==> src/rtl/tr_pkg.sv <==
// Shared constants and state encoding for the step/dir pulse generator and its monitor.
// The period width is common to both sides so a measured period compares directly with N.
package tr_pkg;
    localparam int PER_W          = 17;
    localparam int MIN_PERIOD_DEF = 16;
    localparam int TIMEOUT_DEF    = (1 << PER_W) - 1;

    typedef enum logic [1:0] {
        ST_IDLE,
        ST_FIRST,
        ST_RUN,
        ST_STALL
    } tr_state_t;
endpackage

==> src/rtl/sync_edge.sv <==
// 2-flop synchronizer plus history flop; rise/fall valid 2 clocks after the input moves.
// Edges are suppressed until a genuine low has been seen after reset. No backpressure.
module sync_edge (
    input  logic i_clk,
    input  logic i_rst,
    input  logic i_async,
    output logic o_lvl,
    output logic o_rise,
    output logic o_fall
);
    logic r_s1, r_s2, r_s3;
    logic r_v1, r_v2, r_armed;

    // r_v2 marks that r_s2 holds a real sample rather than a reset value
    always_ff @(posedge i_clk) begin
        if (i_rst) begin
            r_s1    <= 1'b0;
            r_s2    <= 1'b0;
            r_s3    <= 1'b0;
            r_v1    <= 1'b0;
            r_v2    <= 1'b0;
            r_armed <= 1'b0;
        end else begin
            r_s1    <= i_async;
            r_s2    <= r_s1;
            r_s3    <= r_s2;
            r_v1    <= 1'b1;
            r_v2    <= r_v1;
            r_armed <= r_armed | (r_v2 & ~r_s2);
        end
    end

    assign o_lvl  = r_s2;
    assign o_rise = r_armed & r_s2 & ~r_s3;
    assign o_fall = r_armed & ~r_s2 & r_s3;
endmodule

==> src/rtl/step_dir_monitor.sv <==
// Step/dir receiver: signed position, step period in clocks, sticky protocol error flags.
// Outputs update 3 clocks after the first sampling edge of a step rise; no backpressure.
module step_dir_monitor #(
    parameter int POS_W      = 32,
    parameter int PER_W      = tr_pkg::PER_W,
    parameter int MIN_PERIOD = tr_pkg::MIN_PERIOD_DEF,
    parameter int MIN_HIGH   = 2,
    parameter int DIR_SETUP  = 2,
    parameter int TIMEOUT    = tr_pkg::TIMEOUT_DEF
) (
    input  logic             i_clk,
    input  logic             i_rst,
    input  logic             i_drv_step,
    input  logic             i_drv_dir,
    input  logic             i_drv_enable_SM,
    input  logic             i_pos_clr,
    input  logic             i_err_clr,
    output logic [POS_W-1:0] o_position,
    output logic [PER_W-1:0] o_period,
    output logic             o_period_vld,
    output logic             o_step_seen,
    output logic             o_stalled,
    output logic             o_err_overspeed,
    output logic             o_err_width,
    output logic             o_err_dir
);
    import tr_pkg::*;

    localparam int HI_W = $clog2(MIN_HIGH + 1);
    localparam int DS_W = $clog2(DIR_SETUP + 1);
    localparam logic [PER_W-1:0] CNT_MAX = '1;
    localparam logic [PER_W-1:0] TO_V    = PER_W'(TIMEOUT);
    localparam logic [PER_W-1:0] MINP_V  = PER_W'(MIN_PERIOD);
    localparam logic [HI_W-1:0]  MINH_V  = HI_W'(MIN_HIGH);
    localparam logic [DS_W-1:0]  DS_V    = DS_W'(DIR_SETUP);

    logic w_step_lvl, w_step_rise, w_step_fall;
    logic w_dir_lvl, w_dir_rise, w_dir_fall;

    sync_edge u_step_sync (
        .i_clk   (i_clk),
        .i_rst   (i_rst),
        .i_async (i_drv_step),
        .o_lvl   (w_step_lvl),
        .o_rise  (w_step_rise),
        .o_fall  (w_step_fall)
    );

    sync_edge u_dir_sync (
        .i_clk   (i_clk),
        .i_rst   (i_rst),
        .i_async (i_drv_dir),
        .o_lvl   (w_dir_lvl),
        .o_rise  (w_dir_rise),
        .o_fall  (w_dir_fall)
    );

    logic [HI_W-1:0] r_high_cnt;
    logic [DS_W-1:0] r_dir_age;
    logic [DS_W-1:0] w_dir_age;
    logic            r_edge_p, r_dir_p, r_dir_bad_p, r_width_bad_p;

    assign w_dir_age = (w_dir_rise | w_dir_fall) ? '0 : r_dir_age;

    // Edge qualification stage: every event is judged here and acted on one clock later
    always_ff @(posedge i_clk) begin
        if (i_rst) begin
            r_high_cnt    <= '0;
            r_dir_age     <= DS_V;
            r_edge_p      <= 1'b0;
            r_dir_p       <= 1'b0;
            r_dir_bad_p   <= 1'b0;
            r_width_bad_p <= 1'b0;
        end else begin
            if (!w_step_lvl)
                r_high_cnt <= '0;
            else if (r_high_cnt != MINH_V)
                r_high_cnt <= r_high_cnt + HI_W'(1);
            r_dir_age     <= (w_dir_age == DS_V) ? DS_V : w_dir_age + DS_W'(1);
            r_edge_p      <= w_step_rise;
            r_dir_p       <= w_dir_lvl;
            r_dir_bad_p   <= w_step_rise & (w_dir_age < DS_V);
            r_width_bad_p <= w_step_fall & (r_high_cnt < MINH_V);
        end
    end

    tr_state_t        r_state, w_state_nxt;
    logic [PER_W-1:0] r_cnt;
    logic             w_to, w_accept, w_measure;
    logic             w_set_ovs, w_set_wid, w_set_dir;

    assign w_to = (r_cnt == TO_V);

    always_ff @(posedge i_clk) begin
        if (i_rst) r_state <= ST_IDLE;
        else       r_state <= w_state_nxt;
    end

    always_comb begin
        w_state_nxt = r_state;
        w_accept    = 1'b0;
        w_measure   = 1'b0;
        if (!i_drv_enable_SM) begin
            w_state_nxt = ST_IDLE;
        end else begin
            case (r_state)
                ST_IDLE: w_state_nxt = ST_FIRST;
                ST_FIRST, ST_RUN: begin
                    if (r_edge_p) begin
                        w_accept    = 1'b1;
                        w_measure   = (r_state == ST_RUN);
                        w_state_nxt = ST_RUN;
                    end else if (w_to) begin
                        w_state_nxt = ST_STALL;
                    end
                end
                ST_STALL: begin
                    if (r_edge_p) begin
                        w_accept    = 1'b1;
                        w_state_nxt = ST_RUN;
                    end
                end
                default: w_state_nxt = ST_IDLE;
            endcase
        end
    end

    always_comb begin
        w_set_ovs = w_measure & (r_cnt < MINP_V);
        w_set_dir = w_accept & r_dir_bad_p;
        w_set_wid = r_width_bad_p & (r_state != ST_IDLE);
    end

    logic [POS_W-1:0] r_pos;
    logic [PER_W-1:0] r_period;
    logic             r_period_vld, r_step_seen;
    logic             r_err_ovs, r_err_wid, r_err_dir;

    always_ff @(posedge i_clk) begin
        if (i_rst) begin
            r_cnt        <= '0;
            r_pos        <= '0;
            r_period     <= '0;
            r_period_vld <= 1'b0;
            r_step_seen  <= 1'b0;
            r_err_ovs    <= 1'b0;
            r_err_wid    <= 1'b0;
            r_err_dir    <= 1'b0;
        end else begin
            r_step_seen <= w_accept;

            if (!i_drv_enable_SM || r_state == ST_IDLE)
                r_cnt <= '0;
            else if (w_accept)
                r_cnt <= PER_W'(1);
            else if (r_cnt != CNT_MAX)
                r_cnt <= r_cnt + PER_W'(1);

            // a coincident clear drops the step from the count
            if (i_pos_clr)
                r_pos <= '0;
            else if (w_accept)
                r_pos <= r_dir_p ? r_pos + POS_W'(1) : r_pos - POS_W'(1);

            if (w_measure)
                r_period <= r_cnt;

            if (!i_drv_enable_SM)
                r_period_vld <= 1'b0;
            else if (w_measure)
                r_period_vld <= 1'b1;
            else if (w_state_nxt == ST_STALL && r_state != ST_STALL)
                r_period_vld <= 1'b0;

            r_err_ovs <= (r_err_ovs & ~i_err_clr) | w_set_ovs;
            r_err_wid <= (r_err_wid & ~i_err_clr) | w_set_wid;
            r_err_dir <= (r_err_dir & ~i_err_clr) | w_set_dir;
        end
    end

    assign o_position      = r_pos;
    assign o_period        = r_period;
    assign o_period_vld    = r_period_vld;
    assign o_step_seen     = r_step_seen;
    assign o_stalled       = (r_state == ST_STALL);
    assign o_err_overspeed = r_err_ovs;
    assign o_err_width     = r_err_wid;
    assign o_err_dir       = r_err_dir;
endmodule

==> config.mk <==
export PLATFORM = sky130hd
export DESIGN_NAME = step_dir_monitor
export DESIGN_NICKNAME = d
export VERILOG_FILES = /design/src/rtl/tr_pkg.sv /design/src/rtl/sync_edge.sv /design/src/rtl/step_dir_monitor.sv
export SDC_FILE = /design/constraint.sdc
export NUM_CORES = 1
export LEC_CHECK = 0
export BUFFER_PORTS_ARGS = -buffer_cell sky130_fd_sc_hd__buf_2
export CAP_MARGIN = 40
export CORE_UTILIZATION = 35
export CTS_CLUSTER_SIZE = 16
export DETAILED_ROUTE_END_ITERATION = 8
export GPL_ROUTABILITY_DRIVEN = 1
export GPL_TIMING_DRIVEN = 0
export PLACE_DENSITY = 0.61
export RECOVER_POWER = 100
export SLEW_MARGIN = 10
export SYNTH_ARGS = -nofsm -noshare
export SYNTH_HDL_FRONTEND = slang
export SYNTH_SLANG_ARGS = --single-unit
==> constraint.sdc <==
create_clock -name i_clk -period 3.8 [get_ports i_clk]
set_clock_uncertainty 0.05 [all_clocks]
set_input_delay 0.19 -clock i_clk [delete_from_list [all_inputs] [get_ports i_clk]]
set_output_delay 0.19 -clock i_clk [all_outputs]
set_load 0.05 [all_outputs]
== Yosys cells after proc, flatten, opt, wreduce, memory -nomap -nowiden ==
Cells that the tools add are included.
Widths: inputs -> output; s select.

* Register bits after elaboration: 90
* Input port bits: 7
* Output and inout port bits: 55
* Logic and storage cells: 105

* Add/sub/neg operators: 5
* Magnitude comparators: 3
* Equality and inequality tests: 9
* Mux-type cells: 18
* Bitwise logic cells: 30
* Reduce and logical (&&, ||, !) cells: 15

{| class="wikitable"
|+ Operators by type and width
! operator !! number
|-
| $add 32x1->32 const B || 1
|-
| $mux 32 || 1
|-
| $sub 32x1->32 const B || 1
|-
| $and 1x1->1 || 18
|-
| $add 17x1->17 const B || 1
|-
| $eq 17x17->1 const B || 1
|-
| $lt 17x5->1 const B || 1
|-
| $ne 17x17->1 const B || 1
|-
| $reduce_or 2->1 || 6
|-
| $mux 1 || 11
|-
| $mux 2 || 5
|-
| $eq 2x2->1 const B || 4
|-
| $not 1->1 || 6
|-
| $or 1x1->1 || 6
|-
| $pmux 2 s3 || 1
|-
| $reduce_bool 2->1 || 3
|-
| $reduce_or 3->1 || 2
|-
| $add 2x1->2 const B || 2
|-
| $lt 2x2->1 const B || 2
|-
| $ne 2x2->1 const B || 2
|-
| $eq 2x1->1 const B || 1
|-
| $logic_not 2->1 || 1
|-
| $logic_and 1x1->1 || 1
|-
| $logic_not 1->1 || 1
|-
| $logic_or 1x1->1 || 1
|}

== Longest topological paths before layout ==
Gate-level depths: netlist of the first run.

* Depth after elaboration: 9
* Mapped depth: 12

== Modules after synthesis ==
A second synthesis of the first run with hierarchy kept.

* Cell total of the unflattened synthesis: 643
* Area, all modules: 5222.5 µm²

{| class="wikitable"
|+ By module, submodules not included
! module !! times used !! cells an instance !! area each (µm²)
|-
| step_dir_monitor || 1 || 609 || 4867.2
|-
| sync_edge || 2 || 17 || 177.7
|}

== Least setup slack after synthesis of the first run ==
OpenSTA, ideal clock, no wires.

* Kind: flip-flop to flip-flop
* Start: reg, netlist name u_dir_sync.r_s3
* End: reg r_pos[24] (netlist: o_position[24])
* Setup time: 127 ps
* Arrival: 2562 ps
* Slack: 1061 ps
* Stages on the path, launching flop included: 11
* Period minus slack after synthesis: 2739 ps
* Cells stage by stage: dfxtp_1 -> inv_1 -> ha_1 -> a21oi_2 -> o211a_1 -> nor2_1 -> o311a_1 -> a31oi_2 -> o21ai_1 -> nand4_1 -> o211ai_1

{| class="wikitable"
|+ RTL lines
! what !! line !! text
|-
| end signal, assigned || step_dir_monitor.sv:163 || <nowiki>r_pos <= r_dir_p ? r_pos + POS_W'(1) : r_pos - POS_W'(1);</nowiki>
|-
| end, declared || step_dir_monitor.sv:134 || <nowiki>logic [POS_W-1:0] r_pos;</nowiki>
|}

==> impl_results.md, run 1 <==
* Result of the run: completed
* Sequential area share after synthesis at 35.8%
* Final HPWL DP at 9450 um
* R2r startpoint: u_dir_sync.r_s3
* Largest delay share family, worst path: compound AO/OA/AOI/OAI gates
* GR Util All Layers at 18.0%
* Capture instance of the worst register-to-register path: o_position[23]
* Crit end category: flop
* Initial core utilization at 36.1%
* Top-area cell type share of the netlist area at 35.8%
* Number of library cell types mapped by synthesis at 59
* Count of warnings emitted by yosys at 0
* Biggest cell delay along the critical path at 0.49 ns
* Number of hold violations in the final report at 0
* Mux contribution to synthesized area at 0.398%
* Power consumption at 1990 uW
* Maximum clock frequency at 0.311 GHz
* Wire length per cell after detailed routing at 14.3 um
* Source of the critical timing path: u_dir_sync.r_s3
* Floorplan die area at 14900 um^2
* Commonest non-fill, non-tap cell in the layout: nand2_1
* Slew HR at 56.0%
* Type of the tightest min-delay check: primary input to flop
* Height of the die at 122 um
* I/O pin total at 62
* Synthesized-area fraction occupied by ao, oa, aoi and oai cells at 20.7%
* Buffers and inverters on the worst path at 1
* Post-synthesis sequential element count at 90
* Vias after detailed routing at 4681
* Share of flip-flops with an asynchronous set or reset after synthesis at 0%
* Clock insertion delay at the later pin of the skew report at 0.35 ns
* Largest buffer count on any clock path at 2
* CP arrival at 3.39 ns
* Root Buffer Master: clkbuf_16
* Commonest non-fill, non-tap cells in the layout: nand2_1, dfxtp_1, a21oi_1, clkbuf_1, nor2_1
* Slew at the pin with the worst max-slew slack at 0.663 ns
* Number of cells on the worst hold path at 2
* Dominant combinational cell family by area after synthesis: simple AND/OR/NAND/NOR gates
* Detailed-router iteration count before antenna repair at 4
* Maximum resistive drop on vdd at 0.212 mV
* TritonCTS buffer count at 9
* Area contributors post-synth: dfxtp_1, ha_1, nand2_1
* Initial antenna violation count at 0
* Combined area of all synthesized cells at 5030 um^2
* Initial drt markers at 247
* Core outline area at 13900 um^2
* Startpoint type of the worst setup path: flop
* Category of the most critical setup path: flop to flop
* Port Buffer Count at 61
* Crit path max fanout at 10
* Total wire length after detailed routing at 12800 um
* Area Overhead vs Synth at 15.3%
* Maximum number of pins on one net before global-route repair at 23
* Number of instances in the synthesized netlist at 633
* Worst Hold Path EP: u_dir_sync.r_v1
* Most frequently used flop master after synthesis: dfxtp_1
* Diodes inserted at 0
* RSZ-0062 raised after global routing: no
* Reg clk slew, reported paths at 0.07 ns
* Net count of the mapped netlist at 679
* Hold Path Origin: i_rst
* CP cell instances: inv_1 -> ha_1 -> a21oi_1 -> o21ai_0 -> o21ai_0 -> a21oi_1 -> a211o_1 -> a21oi_1 -> xor2_1 -> o21ai_0
* Required @ worst endpoint at 3.98 ns
* Adder-cell area share of the yosys netlist at 9.85%
* Xor/xnor share of the synthesized area at 6.27%
* Gr ovfl total at 0
* Minimum setup slack among reg-to-reg paths at 0.58 ns
* Count of maximum capacitance violations at 0
* Period utilization at 84.6%
* CTS-repair resized insts at 0
* CTS HTree Levels at 3
* Number of nets still failing antenna checks after routing at 0
* Max Slew Vio Count at 0
* Number of enable flip-flop cells after synthesis at 0
* Net count, final at 754
* Floorplan die width at 122 um
* Total setup buffers inserted after CTS at 0
* Slowest-stage cell, CP: o21ai_0
* Proportion of layout cells with a drive suffix above 1 at 4.92%
* Mean post-synth cell area at 7.95 um^2
* Simple-gate share of the synthesized area at 23.4%
* Most area-hungry cell type in the Yosys netlist: dfxtp_1
* Vias per cell at 5.25
* GPL Wtd Cong at 0.931
* Via count of the first global-routing pass at 4377
* Final number of setup-violating endpoints at 0
* Num Clock Sinks at 90
* Residual DRC count at 0
* LEAKAGE at 0.00225 uW
* Shortest clock period the worst path allows after layout at 3.22 ns
* Setup TNS after final layout at 0 ns
* Number of rows created at floorplan at 43
* CTS tree: done
* First-pass GRT wire length at 21200 um
* Total power per unit cell area at 343 nW/um^2
* R2r worst-path depth at 10
## worst max path at each step
stage | slack [ns] | cells after the start | endpoint
after floorplan | 1.06 | 10 | o_position[24]
after global placement | 0.40 | 10 | o_position[28]
after detailed placement | 0.73 | 12 | o_position[31]
after CTS | 0.69 | 12 | o_position[31]
after global routing | 0.38 | 10 | o_position[23]
final | 0.58 | 10 | o_position[23]
## area by class of cell
cell class	instances	area [um^2]
clock buffers	9	225
well taps	180	225
plain buffers	27	105
multi-input cells	496	3020
fillers	1447	8130
clock inverters	6	72.6
inverters	20	75.1
flip-flops and latches	90	1800
repair buffers	64	283
## what timing repair did
| action | 4_1_cts | 5_1_grt |
|---|---|---|
| setup endpoints to repair | 0 | 0 |
| hold endpoints to repair | 2 | 0 |
| hold buffers | 2 | 0 |
## state kept, by name, summed over array words and instances (netlist names)
signal	count
u_dir_sync.r_v2	1
o_period_vld	1
r_state	2
o_err_overspeed	1
u_step_sync.r_s1	1
u_dir_sync.r_s1	1
o_err_width	1
u_dir_sync.r_armed	1
o_period	17
o_err_dir	1
u_dir_sync.r_s3	1
r_high_cnt	2
r_width_bad_p	1
u_step_sync.o_lvl	1
u_step_sync.r_armed	1
r_dir_age	2
r_edge_p	1
o_position	32
u_dir_sync.r_v1	1
u_dir_sync.o_lvl	1
u_step_sync.r_s3	1
r_cnt	17
o_step_seen	1
r_dir_bad_p	1
## synthesized netlist by cell type (16+ instances only)
master	instances
a21oi_1	81
clkbuf_1	22
dfxtp_1	90
ha_1	38
inv_1	20
nand2_1	111
nand3_1	26
nand4_1	16
nor2_1	40
o21ai_0	24
xnor2_1	17
xor2_1	19
## stage by stage
stage                     area, um^2  utilization [%]  setup WS, ns  hold slack (ns)  cells
after floorplan                 5030                -          1.06            0.252    633
after global placement          5560             39.9         0.403            0.352    874
after detailed placement        5590             40.1         0.734            0.353    875
after CTS                       5910             42.4         0.694           0.0785    892
after global routing            5800             41.7         0.384            0.156    892
final                           5800             41.7         0.585            0.160    892
## layer usage
metal	wire length (um)	up-vias	global-route usage, %	part of all wire, %
li1	-	2399	-	-
met1	6250	2154	24.2	49
met2	5730	105	28.3	45
met3	546	23	3.56	4.3
met4	246	0	7.02	1.9
met5	0	-	0	0
## cells by family (layout without fill, tap and decap cells)
kind of cell,after synthesis,in the layout
adder cells (fa/ha/maj),39,39
AND/OR/NAND/NOR,253,253
AO/OA/AOI/OAI,166,166
buffers and inverters,47,126
XOR/XNOR,36,36
flip-flops,90,90
multiplexers,2,2
## where the power goes
| part | internal, uW | switching [uW] | total, uW |
|---|---|---|---|
| logic | 39.3 | 72.5 | 112 |
| registers | 950 | 4.08 | 954 |
| clock network | 517 | 407 | 924 |
Note: power is estimated with default switching activity, not from simulation.
==> run 2: changes to the inputs <==
==> constraint.sdc (replaced) <==
create_clock -name i_clk -period 3.2 [get_ports i_clk]
set_clock_uncertainty 0.05 [all_clocks]
set_input_delay 0.16 -clock i_clk [delete_from_list [all_inputs] [get_ports i_clk]]
set_output_delay 0.16 -clock i_clk [all_outputs]
set_load 0.05 [all_outputs]
==> impl_results.md, run 2 (synthesis results as in run 1) <==
* Number of cells on the worst hold path at 2 (unchanged)
* CP cell instances: clkinvlp_4 -> buf_4 -> fa_1 -> a21oi_1 -> o211a_1 -> nor2_1 -> o311a_1 -> a31oi_2 -> o21ai_0 -> nand4_1 -> o211ai_1 (was inv_1 -> ha_1 -> a21oi_1 -> o21ai_0 -> o21ai_0 -> a21oi_1 -> a211o_1 -> a21oi_1 -> xor2_1 -> o21ai_0)
* Detailed-router iteration count before antenna repair at 4 (unchanged)
* Worst Hold Path EP: u_dir_sync.r_v1 (unchanged)
* Category of the most critical setup path: flop to flop (unchanged)
* Crit path max fanout at 9 (was 10)
* Required @ worst endpoint at 3.37 ns (was 3.98 ns)
* LEAKAGE at 0.00226 uW (was 0.00225 uW)
* Floorplan die area at 14900 um^2 (unchanged)
* Final Util at 41.9% (was 41.7%)
* Clock insertion delay at the later pin of the skew report at 0.35 ns (about the same)
* Crit end category: flop (unchanged)
* Cell area after placement at 5590 um^2 (unchanged)
* Net count, final at 754 (unchanged)
* Largest buffer count on any clock path at 2 (unchanged)
* Vias per cell at 5.22 (was 5.25)
* Maximum number of pins on one net before global-route repair at 23 (unchanged)
* Capture instance of the worst register-to-register path: o_position[24] (was o_position[23])
* I/O pin total at 62 (unchanged)
* Result of the run: completed (unchanged)
* Slowest-stage cell, CP: fa_1 (was o21ai_0)
* Port Buffer Count at 61 (unchanged)
* Wire length per cell after detailed routing at 14.3 um (about the same)
* Floorplan die width at 122 um (unchanged)
* Core outline area at 13900 um^2 (unchanged)
* Hold Path Origin: i_rst (unchanged)
* Type of the tightest min-delay check: primary input to flop (unchanged)
* CTS HTree Levels at 3 (unchanged)
* Total wire length after detailed routing at 12800 um (about the same)
* Num Clock Sinks at 90 (unchanged)
* Reg clk slew, reported paths at 0.07 ns (about the same)
* Residual DRC count at 0 (unchanged)
* Height of the die at 122 um (unchanged)
* RSZ-0062 raised after global routing: no (unchanged)
* CP arrival at 3.17 ns (was 3.39 ns)
* Number of nets still failing antenna checks after routing at 0 (unchanged)
* GR Util All Layers at 18.0% (unchanged)
* First-pass GRT wire length at 21200 um (unchanged)
* TritonCTS buffer count at 9 (unchanged)
* Post-route cell area at 5830 um^2 (was 5800 um^2)
* Area Overhead vs Synth at 15.9% (was 15.3%)
* Initial core utilization at 36.1% (unchanged)
* Vias after detailed routing at 4653 (was 4681)
* Commonest non-fill, non-tap cells in the layout: nand2_1, dfxtp_1, a21oi_1, clkbuf_1, nor2_1 (unchanged)
* Gr ovfl total at 0 (unchanged)
* Final HPWL DP at 9450 um (unchanged)
* Setup TNS after final layout at 0 ns (unchanged)
* Commonest non-fill, non-tap cell in the layout: nand2_1 (unchanged)
* Number of rows created at floorplan at 43 (unchanged)
* R2r worst-path depth at 11 (was 10)
* CTS tree: done (unchanged)
* Via count of the first global-routing pass at 4377 (unchanged)
* Largest register FFs at 32 (unchanged)
* Biggest cell delay along the critical path at 0.43 ns (was 0.49 ns)
* R2r startpoint: u_dir_sync.r_s3 (unchanged)
* Startpoint type of the worst setup path: flop (unchanged)
* Count of non-filler cells in the finished layout at 892 (unchanged)
* Shortest clock period the worst path allows after layout at 3.00 ns (was 3.22 ns)
* Total power per unit cell area at 405 nW/um^2 (was 343 nW/um^2)
* Period utilization at 93.8% (was 84.6%)
* Root Buffer Master: clkbuf_16 (unchanged)
* Power consumption at 2360 uW (was 1990 uW)
* Maximum resistive drop on vdd at 0.251 mV (was 0.212 mV)
* Initial antenna violation count at 0 (unchanged)
* Minimum setup slack among reg-to-reg paths at 0.20 ns (was 0.58 ns)
* Max Slew Vio Count at 0 (unchanged)
* Maximum clock frequency at 0.333 GHz (was 0.311 GHz)
* Slew at the pin with the worst max-slew slack at 0.666 ns (was 0.663 ns)
* Diodes inserted at 0 (unchanged)
* GPL Wtd Cong at 0.931 (unchanged)
* Final number of setup-violating endpoints at 0 (unchanged)
* Number of hold violations in the final report at 0 (unchanged)
* Initial drt markers at 298 (was 247)
* Count of maximum capacitance violations at 0 (unchanged)
* Slew HR at 55.8% (was 56.0%)
* Placed Cells at 875 (unchanged)
* Proportion of layout cells with a drive suffix above 1 at 5.90% (was 4.92%)
[run 2: worst max-delay path, delay by kind of cell, from the launching register on]
kind | cells | cell delay, ns
buffers and inverters | 2 | 0.36
DFF | 1 | 0.42
and+or+nand+nor | 2 | 0.19
AOI/OAI and AO/OA | 6 | 1.41
adders and majority gates | 1 | 0.43
[run 2: layout make-up]
cell class | instances | area (um^2)
Buffer | 26 | 101
Tap cell | 180 | 225
Multi-Input combinational cell | 496 | 3040
Timing Repair Buffer | 65 | 290
Sequential cell | 90 | 1800
Clock inverter | 6 | 72.6
Fill cell | 1442 | 8100
Inverter | 20 | 78.8
Clock buffer | 9 | 225
[run 2: what timing repair did]
item                                    CTS  global route
endpoints found under the setup margin    0             1
hold endpoints to repair                  2             0
hold buffers                              2             0
setup buffers                             0             1
resized for setup                         0             2
[run 2: where the power goes]
| group | internal [uW] | total, uW | switching [uW] |
|---|---|---|---|
| sequential | 1130 | 1130 | 4.94 |
| combinational | 47.5 | 135 | 87.7 |
| clock | 614 | 1100 | 482 |
| total | 1790 | 2360 | 574 |
[run 2: worst max path at each step]
stage | to | start | slack [ns]
after floorplan | o_position[24] | u_dir_sync.r_s3 | 0.46
after global placement | o_position[28] | u_dir_sync.r_s3 | -0.20
after detailed placement | o_position[31] | u_dir_sync.r_s3 | 0.13
after CTS | o_position[31] | u_dir_sync.r_s3 | 0.09
after global routing | o_position[23] | u_dir_sync.r_s3 | 0.06
final | o_position[24] | u_dir_sync.r_s3 | 0.20
[run 2: stage by stage]
| step | setup WS, ns | hold WS, ns |
|---|---|---|
| 6_report | 0.199 | 0.129 |
| 5_1_grt | 0.0594 | 0.126 |
| 4_1_cts | 0.0935 | 0.0485 |
| 3_5_place_dp | 0.134 | 0.323 |
| 3_3_place_gp | -0.197 | 0.322 |
| 2_1_floorplan | 0.461 | 0.222 |
[run 2: routing by layer]
metal | vias up | part of all wire, % | global-route usage (%)
met5 | - | 0 | 0
met4 | 0 | 1.7 | 7.02
met3 | 20 | 3.5 | 3.56
met2 | 87 | 45 | 28.3
met1 | 2145 | 50 | 24.2
li1 | 2401 | - | -
